$ cat config.mk
export PLATFORM = sky130hd
export DESIGN_NAME = rheed_frame_ctrl
export DESIGN_NICKNAME = d
export VERILOG_FILES = /design/src/rtl/rheed_pkg.sv /design/src/rtl/rheed_watchdog.sv /design/src/rtl/rheed_frame_ctrl.sv
export SDC_FILE = /design/constraint.sdc
export NUM_CORES = 1
export LEC_CHECK = 0
export ABC_AREA = 1
export BUFFER_PORTS_ARGS = -buffer_cell sky130_fd_sc_hd__buf_4
export CAP_MARGIN = 25
export CORE_UTILIZATION = 47
export CTS_CLUSTER_DIAMETER = 40
export DETAILED_ROUTE_END_ITERATION = 6
export PLACE_DENSITY = 0.7
export SETUP_SLACK_MARGIN = 0.2
export SLEW_MARGIN = 5
export SYNTH_ARGS = -nofsm -noshare
export SYNTH_HDL_FRONTEND = slang
export SYNTH_SLANG_ARGS = --single-unit
$ cat constraint.sdc
create_clock -name clk -period 1.7 [get_ports clk]
set_input_delay 0.17 -clock clk [delete_from_list [all_inputs] [get_ports clk]]
set_output_delay 0.17 -clock clk [all_outputs]
set_load 0.01 [all_outputs]
$ cat src/rtl/rheed_pkg.sv
// Shared state encoding and frame-geometry helpers for the RHEED frame sequencer.
package rheed_pkg;

    localparam int unsigned PIXELS_PER_BEAT = 32;

    typedef enum logic [2:0] {IDLE, ARM, RUN, DRAIN, DONE, FLUSH} state_e;

    function automatic int unsigned beats_per_frame(input int unsigned rows,
                                                    input int unsigned cols,
                                                    input int unsigned ppb);
        return (rows * cols) / ppb;
    endfunction

endpackage

$ cat src/rtl/rheed_watchdog.sv
// Stall watchdog: counts enabled cycles without a kick, expires after TIMEOUT_CYCLES of them.
module rheed_watchdog #(
    parameter int unsigned TIMEOUT_CYCLES = 1048576
) (
    input  logic clk,
    input  logic reset,
    input  logic enable,
    input  logic kick,
    output logic expire
);

    localparam int unsigned CW = $clog2(TIMEOUT_CYCLES + 1);
    localparam logic [CW-1:0] LAST = CW'(TIMEOUT_CYCLES - 1);

    logic [CW-1:0] cnt_q, cnt_d;

    assign expire = enable && !kick && (cnt_q == LAST);

    always_comb begin
        cnt_d = cnt_q + CW'(1);
        if (!enable || kick || expire) begin
            cnt_d = '0;
        end
    end

    always_ff @(posedge clk) begin
        if (reset) begin
            cnt_q <= '0;
        end else begin
            cnt_q <= cnt_d;
        end
    end

endmodule

$ cat src/rtl/rheed_frame_ctrl.sv
// Frame sequencer for the RHEED pipeline: arms one frame, gates its input beats,
// watches output pixels for completion and flushes the pipeline on abort or stall.
module rheed_frame_ctrl #(
    parameter int unsigned IN_ROWS         = 64,
    parameter int unsigned IN_COLS         = 64,
    parameter int unsigned OUT_ROWS        = 32,
    parameter int unsigned OUT_COLS        = 32,
    parameter int unsigned PIXELS_PER_BEAT = rheed_pkg::PIXELS_PER_BEAT,
    parameter int unsigned TIMEOUT_CYCLES  = 1048576,
    parameter int unsigned FLUSH_CYCLES    = 4
) (
    input  logic                       clk,
    input  logic                       reset,
    input  logic                       ctrl_enable,
    input  logic                       ctrl_continuous,
    input  logic                       ctrl_abort,
    input  logic                       cfg_we,
    input  logic [$clog2(IN_COLS)-1:0] cfg_crop_x0,
    input  logic [$clog2(IN_ROWS)-1:0] cfg_crop_y0,
    input  logic                       us_tvalid,
    output logic                       us_tready,
    output logic                       ds_tvalid,
    input  logic                       ds_tready,
    input  logic                       pix_tvalid,
    input  logic                       pix_tready,
    output logic                       pipe_ap_start,
    output logic                       pipe_reset,
    output logic [$clog2(IN_COLS)-1:0] pipe_crop_x0,
    output logic [$clog2(IN_ROWS)-1:0] pipe_crop_y0,
    output logic                       sts_busy,
    output logic                       sts_frame_done,
    output logic [31:0]                sts_frame_cnt,
    output logic                       sts_timeout,
    output logic                       sts_cfg_err
);

    import rheed_pkg::*;

    localparam int unsigned XW      = $clog2(IN_COLS);
    localparam int unsigned YW      = $clog2(IN_ROWS);
    localparam int unsigned BEATS   = beats_per_frame(IN_ROWS, IN_COLS, PIXELS_PER_BEAT);
    localparam int unsigned OUT_PIX = OUT_ROWS * OUT_COLS;
    localparam int unsigned BW      = $clog2(BEATS + 1);
    localparam int unsigned PW      = $clog2(OUT_PIX + 1);
    localparam int unsigned FW      = $clog2(FLUSH_CYCLES + 1);

    localparam logic [BW-1:0] BEATS_L    = BW'(BEATS);
    localparam logic [BW-1:0] BEAT_LAST  = BW'(BEATS - 1);
    localparam logic [PW-1:0] OUT_PIX_L  = PW'(OUT_PIX);
    localparam logic [FW-1:0] FLUSH_LAST = FW'(FLUSH_CYCLES - 1);

    state_e        state_q, state_d;
    logic [BW-1:0] beat_cnt_q;
    logic [PW-1:0] pix_cnt_q;
    logic [FW-1:0] flush_cnt_q;
    logic          en_prev_q;
    logic [XW-1:0] stage_x_q, act_x_q;
    logic [YW-1:0] stage_y_q, act_y_q;
    logic          ap_start_q, flush_q, busy_q, done_q, timeout_q, cfg_err_q;
    logic [31:0]   frame_cnt_q;

    logic gate, beat_hs, pix_hs, in_frame, en_rise, cfg_ok, wd_expire;

    assign gate      = (state_q == RUN) && (beat_cnt_q < BEATS_L);
    assign ds_tvalid = us_tvalid & gate;
    assign us_tready = ds_tready & gate;
    assign beat_hs   = ds_tvalid & ds_tready;
    assign pix_hs    = pix_tvalid & pix_tready;
    assign in_frame  = (state_q == RUN) || (state_q == DRAIN);
    assign en_rise   = ctrl_enable & ~en_prev_q;
    assign cfg_ok    = ((32'(cfg_crop_x0) + OUT_COLS) <= IN_COLS) &&
                       ((32'(cfg_crop_y0) + OUT_ROWS) <= IN_ROWS);

    rheed_watchdog #(
        .TIMEOUT_CYCLES(TIMEOUT_CYCLES)
    ) u_watchdog (
        .clk    (clk),
        .reset  (reset),
        .enable (in_frame),
        .kick   (beat_hs | pix_hs),
        .expire (wd_expire)
    );

    always_comb begin
        state_d = state_q;
        unique case (state_q)
            IDLE:    if (en_rise || (ctrl_enable && ctrl_continuous)) state_d = ARM;
            ARM:     state_d = RUN;
            RUN:     if (beat_hs && (beat_cnt_q == BEAT_LAST)) state_d = DRAIN;
            DRAIN:   if (pix_cnt_q == OUT_PIX_L) state_d = DONE;
            DONE:    state_d = (ctrl_enable && ctrl_continuous) ? ARM : IDLE;
            FLUSH:   if (flush_cnt_q == FLUSH_LAST) state_d = IDLE;
            default: state_d = IDLE;
        endcase
        // Abort/stall override any completion in the same cycle, so no done pulse follows.
        if (in_frame && (ctrl_abort || wd_expire)) begin
            state_d = FLUSH;
        end
    end

    always_ff @(posedge clk) begin
        if (reset) begin
            state_q     <= IDLE;
            en_prev_q   <= 1'b0;
            beat_cnt_q  <= '0;
            pix_cnt_q   <= '0;
            flush_cnt_q <= '0;
            stage_x_q   <= '0;
            stage_y_q   <= '0;
            act_x_q     <= '0;
            act_y_q     <= '0;
            ap_start_q  <= 1'b0;
            flush_q     <= 1'b0;
            busy_q      <= 1'b0;
            done_q      <= 1'b0;
            frame_cnt_q <= '0;
            timeout_q   <= 1'b0;
            cfg_err_q   <= 1'b0;
        end else begin
            state_q    <= state_d;
            en_prev_q  <= ctrl_enable;
            ap_start_q <= (state_d == ARM);
            flush_q    <= (state_d == FLUSH);
            busy_q     <= (state_d == ARM) || (state_d == RUN) ||
                          (state_d == DRAIN) || (state_d == FLUSH);
            done_q     <= (state_d == DONE);
            if (state_d == DONE) begin
                frame_cnt_q <= frame_cnt_q + 32'd1;
            end

            if ((state_q == ARM) || (state_q == FLUSH)) begin
                beat_cnt_q <= '0;
                pix_cnt_q  <= '0;
            end else begin
                if (beat_hs) begin
                    beat_cnt_q <= beat_cnt_q + BW'(1);
                end
                if (in_frame && pix_hs && (pix_cnt_q != OUT_PIX_L)) begin
                    pix_cnt_q <= pix_cnt_q + PW'(1);
                end
            end
            flush_cnt_q <= (state_q == FLUSH) ? flush_cnt_q + FW'(1) : '0;

            // ARM samples staging before a same-cycle cfg_we lands, so new values wait a frame.
            if (state_q == ARM) begin
                act_x_q <= stage_x_q;
                act_y_q <= stage_y_q;
            end
            if (cfg_we && cfg_ok) begin
                stage_x_q <= cfg_crop_x0;
                stage_y_q <= cfg_crop_y0;
            end

            timeout_q <= (timeout_q & ~en_rise) | (in_frame & wd_expire);
            cfg_err_q <= (cfg_err_q & ~en_rise) | (cfg_we & ~cfg_ok);
        end
    end

    assign pipe_ap_start  = ap_start_q;
    assign pipe_reset     = reset | flush_q;
    assign pipe_crop_x0   = act_x_q;
    assign pipe_crop_y0   = act_y_q;
    assign sts_busy       = busy_q;
    assign sts_frame_done = done_q;
    assign sts_frame_cnt  = frame_cnt_q;
    assign sts_timeout    = timeout_q;
    assign sts_cfg_err    = cfg_err_q;

endmodule

# Yosys cells after proc, flatten, opt, wreduce, memory -nomap -nowiden
# Cells that the tools add are included.
totals:
  word_cells: 91
  input_bits: 22
  ff_bits: 109
  out_inout_bits: 52
classes:
  n_mux: 7
  n_reduce_logical: 25
  n_eq_ne: 15
  n_lt_le_gt_ge: 3
  add_sub_neg: 7
  n_bitwise: 17
ops:
  columns: ["op", "n"]
  rows:
  - ["32-bit by 1-bit adder with 32-bit output, second input constant", 1]
  - ["21-bit by 1-bit adder with 21-bit output, second input constant", 1]
  - ["21-bit by 20-bit equality test with 1-bit output, second input constant", 1]
  - ["3-bit case mux with 6 select lines", 1]
  - ["3-bit by 2-bit equality test with 1-bit output, second input constant", 5]
  - ["3-bit 2-to-1 mux", 5]
  - ["6-bit by 6-bit adder with 7-bit output, second input constant", 2]
  - ["7-bit less-or-equal comparator, second input constant", 2]
  - ["3-bit equality test, second input constant", 4]
  - ["11-bit by 1-bit adder with 11-bit output, second input constant", 1]
  - ["11-bit equality test, second input constant", 1]
  - ["11-bit != test, second input constant", 1]
  - ["1-bit logical AND", 10]
  - ["1-bit AND", 9]
  - ["1-bit logical OR", 9]
  - ["8-bit by 1-bit adder with 8-bit output, second input constant", 1]
  - ["8-bit by 7-bit equality test with 1-bit output, second input constant", 1]
  - ["8-bit less-than comparator, second input constant", 1]
  - ["3-bit by 1-bit equality test with 1-bit output, second input constant", 2]
  - ["2-bit OR reduction", 3]
  - ["1-bit NOT", 4]
  - ["1-bit OR", 4]
  - ["3-bit by 1-bit adder with 3-bit output, second input constant", 1]
  - ["3-bit logical NOT", 1]
  - ["other kinds (2)", 3]

# Depth between registers and ports, before layout
# Gate-level depths: netlist of the first run.
logic_depth:
  depth_word: 15
  mapped_depth: 12
  depth_no_buf: 11

# Cells and area by module
# A second synthesis of the first run with hierarchy kept.
unflattened:
  cells_unflattened: 850
  area_unflattened_um2: 5859.4
by_module_without_submodules:
  columns: ["module", "seq_area_each_um2", "area_per_inst_um2", "instances", "cells_each"]
  rows:
  - ["rheed_frame_ctrl", 1761.7, 4658.2, 1, 690]
  - ["rheed_watchdog", 420.4, 1201.2, 1, 160]

# Least setup slack after synthesis of the first run
# OpenSTA, ideal clock, no wires.
synth_timing:
  path_kind: "reg-to-reg"
  start: "reg pix_cnt_q[0]"
  end: "reg pix_cnt_q[0]"
  path_buffers: 0
  synth_period_minus_slack_ns: 1.764
  setup_time_ns: 0.120
  t_required_ns: 1.580
  arrival_ns: 1.643
  slack_ns: -0.064
  path_stages_with_launch: 9
  path_cell_list: "dfxtp_1 -> inv_1 -> ha_1 -> nand4_1 -> nor2_1 -> nor3_2 -> clkinv_1 -> o21ai_0 -> a21oi_1"
synth_between:
  elab_chain_cells: 2
  elab_cells_between_ends: 3
  cone_classes: "add/sub: 1; eq/ne: 1; reduce/logical: 1"
synth_rtl:
  columns: ["item", "line_no", "source"]
  rows:
  - ["start, declared", "rheed_frame_ctrl.sv:54", "logic [PW-1:0] pix_cnt_q;"]
  - ["start signal, assigned", "rheed_frame_ctrl.sv:139", "pix_cnt_q <= pix_cnt_q + PW'(1);"]
  - ["branches (longest 2 deep; another with 11-bit by 1-bit adder with 11-bit output)", null, null]
# Parallel ways; which one is timed is not known.
# A chain may end at the register's enable or synchronous reset.

# Final worst setup path of the first run
layout_timing:
  start: "reg pix_cnt_q[1]"
  end: "reg frame_cnt_q[23], in the netlist sts_frame_cnt[23]"
layout_between:
  elab_chain_cells: 5
layout_rtl:
  columns: ["item", "line_no", "source"]
  rows:
  - ["11-bit equality test", "rheed_frame_ctrl.sv:90", "DRAIN: if (pix_cnt_q == OUT_PIX_L) state_d = DONE;"]
  - ["3-bit 2-to-1 mux", "rheed_frame_ctrl.sv:90", null]
  - ["3-bit case mux with 6 select lines", "rheed_frame_ctrl.sv:86", "unique case (state_q)"]
  - ["3-bit 2-to-1 mux", "rheed_frame_ctrl.sv:96", "if (in_frame && (ctrl_abort || wd_expire)) begin"]
  - ["3-bit equality test", "rheed_frame_ctrl.sv:127", "if (state_d == DONE) begin"]
  - ["end signal, assigned", "rheed_frame_ctrl.sv:128", "frame_cnt_q <= frame_cnt_q + 32'd1;"]
  - ["end, declared", "rheed_frame_ctrl.sv:60", "logic [31:0] frame_cnt_q;"]
# Every way passes these cells.

==> reports/summary.txt, run 1 <==
first-pass GRT wire length: 23.1 mm
Initial Util: 48.3%
die height: 110 µm
post-synthesis sequential area ratio: 39.6%
Seq cells post-synth: 109
Die Wd: 110 µm
worst setup margin: -0.106 ns
pre-CTS WS: -0.0652 ns
skew final: 0.0114 ns
mean post-synth cell area: 7.09 µm²
Hold Path Origin: ctrl_enable
core area: 11400 µm²
top cell type's share of synthesized area: 39.6%
critical path class: reg2reg
Final Hold Violating Endpoints: 0
Placed Instances: 1046
largest fanout on the critical path: 16
WHS Path Cells: 3
crit path capture type: flip-flop
Cell Count, Final, Fillers Out: 1090
First-pass DRT Iterations: 5
Worst Hold Path EP: en_prev_q
hold_buf cts: 0
Lkg Pwr: 0.00308 µW
Synth area leaders: dfxtp_1 (40%), nand2_1 (12%), a21oi_1 (7.4%), inv_1 (5.7%), nor2_1 (5.6%)
PortBufs: 73
nets: 971
Reg2Reg Launch Point: pix_cnt_q[1]
IO Pins: 74
leading cell type in the layout, fill and taps excluded: nand2_1
CTS root buf: clkbuf_16
FFs w/ async S/R, synth: 0%
GPL Wtd Cong: 0.922
Final HPWL DP: 10.6 mm
yosys warns: 0
WL final: 16.2 mm
vias per cell: 5.33
RSZ-0062 raised after global routing: yes
fmax: 554 MHz
DIE AREA: 12200 µm²
Post-synth EDFFs: 0
Num CTS Buffers: 9
Routed wire per std cell: 14.9 µm
layout cells sized above 1: 35.3%
row count: 39
r2r setup slk: -0.11 ns
number of global-route vias before repair: 5048
Reg2Reg Depth: 11
clock sinks: 109
CTS HTree Levels: 3
clk_lat worst skew: 0.36 ns
max_cap viols: 0
most frequent cells in the layout: nand2_1 (158), buf_4 (150), dfxtp_1 (85)
final cycle utilization of the critical path: 106%
fin util: 69.1%
worst min path class: in2reg
Critical R2R Capture: sts_frame_cnt[23]
Worst Path Arrival: 2.04 ns
FILL cells: 914
Power Dens Cells: 982 nW/µm²
Post-DRT Antenna Nets: 0
status: finished, violations left
Area Overhead vs Synth: 43.2%
first-iteration detailed-routing DRC count: 440
fin crit period: 1.81 ns
VDD IR max: 0.764 mV
DRC errors left: 0
Worst-path clk slew: 0.07 ns
synth unique cells: 41
Worst-Margin Slew: 0.602 ns
largest net degree at the start of global routing: 36
gr ovfl total: 0
initial antenna violation count: 0
clock tree buffer depth: 2
CP Launch Type: flip-flop
post-synth top area cell: dfxtp_1
Final Max Tran Viols: 0
Rel. slew slack: 59.8%
CTS tree: yes
Antenna Cells: 0
vias post-DR: 5814
Netlist Area Pre-Place: 5510 µm²
predominant post-synthesis flop cell: dfxtp_1
syn nets: 807
Synth Instances: 778
Worst EP required: 1.93 ns
Total Routing Usage GR: 24.2%
# setup viols final: 35
failing checks: setup timing
[where the power goes]
part,total (µW),switching [µW],internal [µW]
combinational,2770,1520,1250
clock,2160,1010,1150
sequential,2820,99.7,2720
total,7750,2640,5120
[layout make-up]
type                       count  area, µm²  share of cell area, %
multi-input combinational    554       3270                   41.4
sequential                   109       2220                   28.1
timing repair buffer         179       1580                   20.1
inverter                      89        339                   4.30
clock buffer                  12        268                   3.39
tap                          143        179                   2.27
clock inverter                 4       36.3                  0.460
[per-stage QoR]
stage	area [µm²]	TNS [ns]	total power [µW]	hold slack, ns
floorplan	5670	0	4130	0.307
global placement	6890	-0.0235	4820	0.409
detailed placement	6890	-1.39	4870	0.421
CTS	7330	-1.23	7040	0.0584
global route	7890	-6.87	8030	0.0814
finish	7890	-2.47	7750	0.0615
[cell families (layout without fill, tap and decap cells)]
family	Yosys count	after routing	synth area share (%)
simple gates	389	389	31.8
buf+inv	115	284	8.80
xor+xnor	43	43	6.83
flops	109	109	39.6
fa+ha+maj	7	7	1.59
compound gates	115	115	11.4
[metal layers]
metal	track usage, %	up-vias	routed length (µm)
li1	-	2871	-
met1	32.3	2711	7220
met2	39.4	202	7650
met3	3.82	30	1010
met4	8.74	0	315
met5	0	-	0
[repair_timing]
action | 4_1_cts | 5_1_grt
setup buffers | 6 | 15
setup endpoints to repair | 54 | 66
pin swaps | 6 | 29
resized for setup | 30 | 94
gates cloned | 0 | 7
[flip-flops by register name, indices dropped and copies added (netlist names), 6 cells and up]
name	cells
stage_x_q	6
pipe_crop_x0	6
pipe_crop_y0	6
u_watchdog.cnt_q	21
sts_frame_cnt	32
beat_cnt_q	8
stage_y_q	6
pix_cnt_q	11
[worst max-delay path by stage]
stage / startpoint / endpoint / cells after the start
finish: pix_cnt_q[1] / sts_frame_cnt[23] / 11
global route: u_watchdog.cnt_q[12] / sts_frame_cnt[29] / 11
CTS: pix_cnt_q[1] / sts_frame_cnt[14] / 11
detailed placement: u_watchdog.cnt_q[6] / sts_frame_cnt[14] / 11
global placement: u_watchdog.cnt_q[6] / sts_frame_cnt[9] / 11
floorplan: pix_cnt_q[0] / sts_frame_cnt[19] / 12
[worst max-delay path, stage by stage (launching register included)]
cell     delay [ns]
dfxtp_2        0.33
inv_2          0.07
ha_4           0.13
nand2_2        0.05
nor2_2         0.09
nand3_2        0.12
buf_6          0.15
a21oi_4        0.17
nand4_4        0.19
buf_12         0.21
nand2_1        0.08
a21oi_1        0.07
[cells in the mapped netlist, types with 2 or more instances]
master / instances
inv_2: 4
nand3_1: 27
xor2_1: 31
a211oi_1: 4
o21ai_0: 20
or2_2: 5
nand3_2: 2
nand4_1: 40
ha_1: 7
nand2_4: 2
nand3b_1: 2
nor3_2: 2
a21oi_1: 82
buf_6: 4
o41ai_1: 2
buf_4: 5
buf_2: 4
nor3_1: 34
dfxtp_1: 109
nor4_1: 2
nor2_1: 82
nor3b_1: 2
clkbuf_1: 12
inv_1: 84
nand2_1: 181
nor2_2: 2
xnor2_1: 12
nand2_2: 2
Note: power is estimated with default switching activity, not from simulation.
==> inputs of run 2 (changes only) <==
- ABC_AREA: 1 -> unset
- PLACE_DENSITY: 0.7 -> 0.71
==> run 2 against run 1 <==
Net effect: the run still ends with setup timing left; wire length fell by 22%; clock-buffer cell count fell by 2; core utilization rose by 4.2 points; synthesized area fell by 15%; largest cell class unchanged; die area fell by 15%; first-iteration DRC count fell by 48%; combinational power fell by 82%; global-route usage fell by 0.78 points.
==> reports/summary.txt, run 2 <==
WL final: 12.7 mm (-22%)
clock sinks: 109 (unchanged)
r2r setup slk: -0.85 ns (-0.74 ns)
CP Launch Type: flip-flop
vias post-DR: 4558 (-22%)
Routed wire per std cell: 14.7 µm (-1.2%)
core area: 9730 µm² (-15%)
first-pass GRT wire length: 19.1 mm (-17%)
top cell type's share of synthesized area: 46.5% (+7.0 points)
predominant post-synthesis flop cell: dfxtp_1
CTS root buf: clkbuf_8
die height: 102 µm (-7.6%)
Worst EP required: 2.01 ns (+0.08 ns)
layout cells sized above 1: 43.0% (+7.8 points)
max reg flops: 32 (unchanged)
most frequent cells in the layout: buf_4 (178), dfxtp_1 (94), nor2_1 (70)
first-iteration detailed-routing DRC count: 231 (-48%)
row count: 36 (-7.7%)
# setup viols final: 59 (+69%)
post-synth top area cell: dfxtp_1
Die Wd: 102 µm (-7.6%)
Synth Instances: 532 (-32%)
post-synthesis sequential area ratio: 46.5% (+7.0 points)
nets: 756 (-22%)
RSZ-0062 raised after global routing: yes
Synth area leaders: dfxtp_1 (47%), nor2_1 (7.4%), mux2i_1 (5.5%), or3_1 (3.7%), xor2_1 (3.7%)
hold_buf cts: 0 (unchanged)
critical path class: reg2reg
syn nets: 561 (-30%)
GPL Wtd Cong: 0.802 (-13%)
Worst path max stage delay: 0.60 ns (+0.27 ns)
VDD IR max: 0.435 mV (-43%)
status: finished, violations left
CTS tree: yes
Netlist Area Pre-Place: 4690 µm² (-15%)
Post-DRT Antenna Nets: 0 (unchanged)
initial antenna violation count: 0 (unchanged)
Lkg Pwr: 0.00286 µW (-6.9%)
top-count cell post-synth: dfxtp_1
Final Max Tran Viols: 0 (unchanged)
Final HPWL DP: 8.40 mm (-20%)
Area Overhead vs Synth: 52.1%
worst min path class: in2reg
FFs w/ async S/R, synth: 0% (unchanged)
Initial Util: 48.2% (-0.091 points)
DIE AREA: 10400 µm² (-15%)
vias per cell: 5.27 (-1.2%)
Worst-Margin Slew: 0.457 ns (-0.145 ns)
max_cap viols: 0 (unchanged)
crit path capture type: flip-flop
skew final: 0.0127 ns (+0.00126 ns)
worst setup margin: -0.849 ns (-0.743 ns)
slowest cell on the critical path: or4_4
clock tree buffer depth: 2 (unchanged)
Synth top cells by count: dfxtp_1 (109), nor2_1 (93), a21oi_1 (34), o21ai_0 (30), or3_1 (28)
Antenna Cells: 0 (unchanged)
fmax: 392 MHz (-29%)
largest fanout on the critical path: 7 (-9)
leading cell type in the layout, fill and taps excluded: buf_4
Design Power: 4730 µW (-39%)
Num CTS Buffers: 9 (unchanged)
clk_lat worst skew: 0.37 ns (about the same)
Worst Path Arrival: 2.86 ns (+0.82 ns)
number of global-route vias before repair: 4158 (-18%)
Power Dens Cells: 663 nW/µm² (-33%)
gr ovfl total: 0 (unchanged)
PortBufs: 73 (unchanged)
CTS HTree Levels: 3 (unchanged)
synth unique cells: 42 (+2.4%)
fin util: 73.3% (+4.2 points)
crit-path cells: or4_4, nor4_4, o32ai_2, or4b_4, or3_1, a21oi_2
failing checks: setup timing
Rel. slew slack: 69.5% (+9.7 points)
yosys warns: 0 (unchanged)
mean post-synth cell area: 8.81 µm² (+24%)
fin crit period: 2.55 ns (+0.743 ns)
Seq cells post-synth: 109 (unchanged)
Worst-path clk slew: 0.10 ns (+0.03 ns)
Setup TNS Final: -28.40 ns (-25.92 ns)
Total Routing Usage GR: 23.4% (-0.78 points)
final cycle utilization of the critical path: 150% (+44 points)
IO Pins: 74 (unchanged)
Post-synth EDFFs: 0 (unchanged)
DRC errors left: 0 (unchanged)
Final Hold Violating Endpoints: 0 (unchanged)
largest net degree at the start of global routing: 30 (-17%)
First-pass DRT Iterations: 5 (unchanged)
[run 2: changes by cell type after synthesis, moves of 11 or more]
cell / previous run / this run
xor2_1: 31 / 20
mux2i_1: 0 / 26
a21oi_1: 82 / 34
nand2_1: 181 / 24
nand4_1: 40 / 17
or3_1: 0 / 28
nor2_1: 82 / 93
nor3_1: 34 / 7
inv_1: 84 / 12
[run 2: layer usage]
layer / track usage (%) / vias up / part of all wire [%]
met5: 0 / - / 0
met4: 8.46 / 0 / 2.0
met3: 3.35 / 24 / 3.3
met2: 41.4 / 101 / 51
met1: 29.0 / 2177 / 44
li1: - / 2256 / -
[run 2: metrics by stage]
step           hold WS, ns  std cells  setup slack, ns  area [µm²]
2_1_floorplan        0.247        532           -0.771        4880
3_3_place_gp         0.408        825           -0.755        6290
3_5_place_dp         0.416        825           -0.803        6290
4_1_cts             0.0316        853           -0.814        6830
5_1_grt             0.0420        865           -0.958        7130
6_report            0.0402        865           -0.849        7130
[run 2: power breakdown]
group | leakage (µW) | internal [µW] | switching (µW)
registers | 0.000888 | 2590 | 29.5
clock network | 0.0000931 | 693 | 915
logic | 0.00188 | 262 | 241
[run 2: final timing paths]
check	start	end	cells past startpoint
worst min register to register	flush_cnt_q[0]	flush_cnt_q[0]	1
worst max-delay path	pix_cnt_q[8]	sts_frame_cnt[21]	6
worst min-delay path	cfg_crop_y0[2]	stage_y_q[2]	3
worst max register to register	pix_cnt_q[8]	sts_frame_cnt[21]	6
[run 2: repair_timing]
item	4_1_cts	5_1_grt
gates cloned	2	2
gates resized for setup	51	53
pin swaps	23	24
setup buffers	10	10
endpoints found under the setup margin	86	94
[run 2: layout make-up]
cell class / count / area (µm²)
Sequential cell: 109 / 2200
Clock inverter: 6 / 71.3
Multi-Input combinational cell: 393 / 2830
Tap cell: 133 / 166
Fill cell: 742 / 2600
Clock buffer: 10 / 128
Inverter: 12 / 45.0
Timing Repair Buffer: 202 / 1690
[run 2: cell families (layout without fill, tap and decap cells)]
logic type               count (synthesis)  count (layout)  share of synthesized area [%]
XOR/XNOR                                37              37                           6.91
buffers and inverters                   31             230                           2.80
adder cells (fa/ha/maj)                  7               7                           1.87
AND/OR/NAND/NOR                        248             249                           27.9
AO/OA/AOI/OAI                           74              74                           8.40
flip-flops                             109             109                           46.5
multiplexers                            26              26                           5.55
[run 2: critical path, delay by kind of cell, from the launching register on]
family	cells	cell delay, ns
compound gates	2	0.31
flops	1	0.33
simple gates	4	1.85
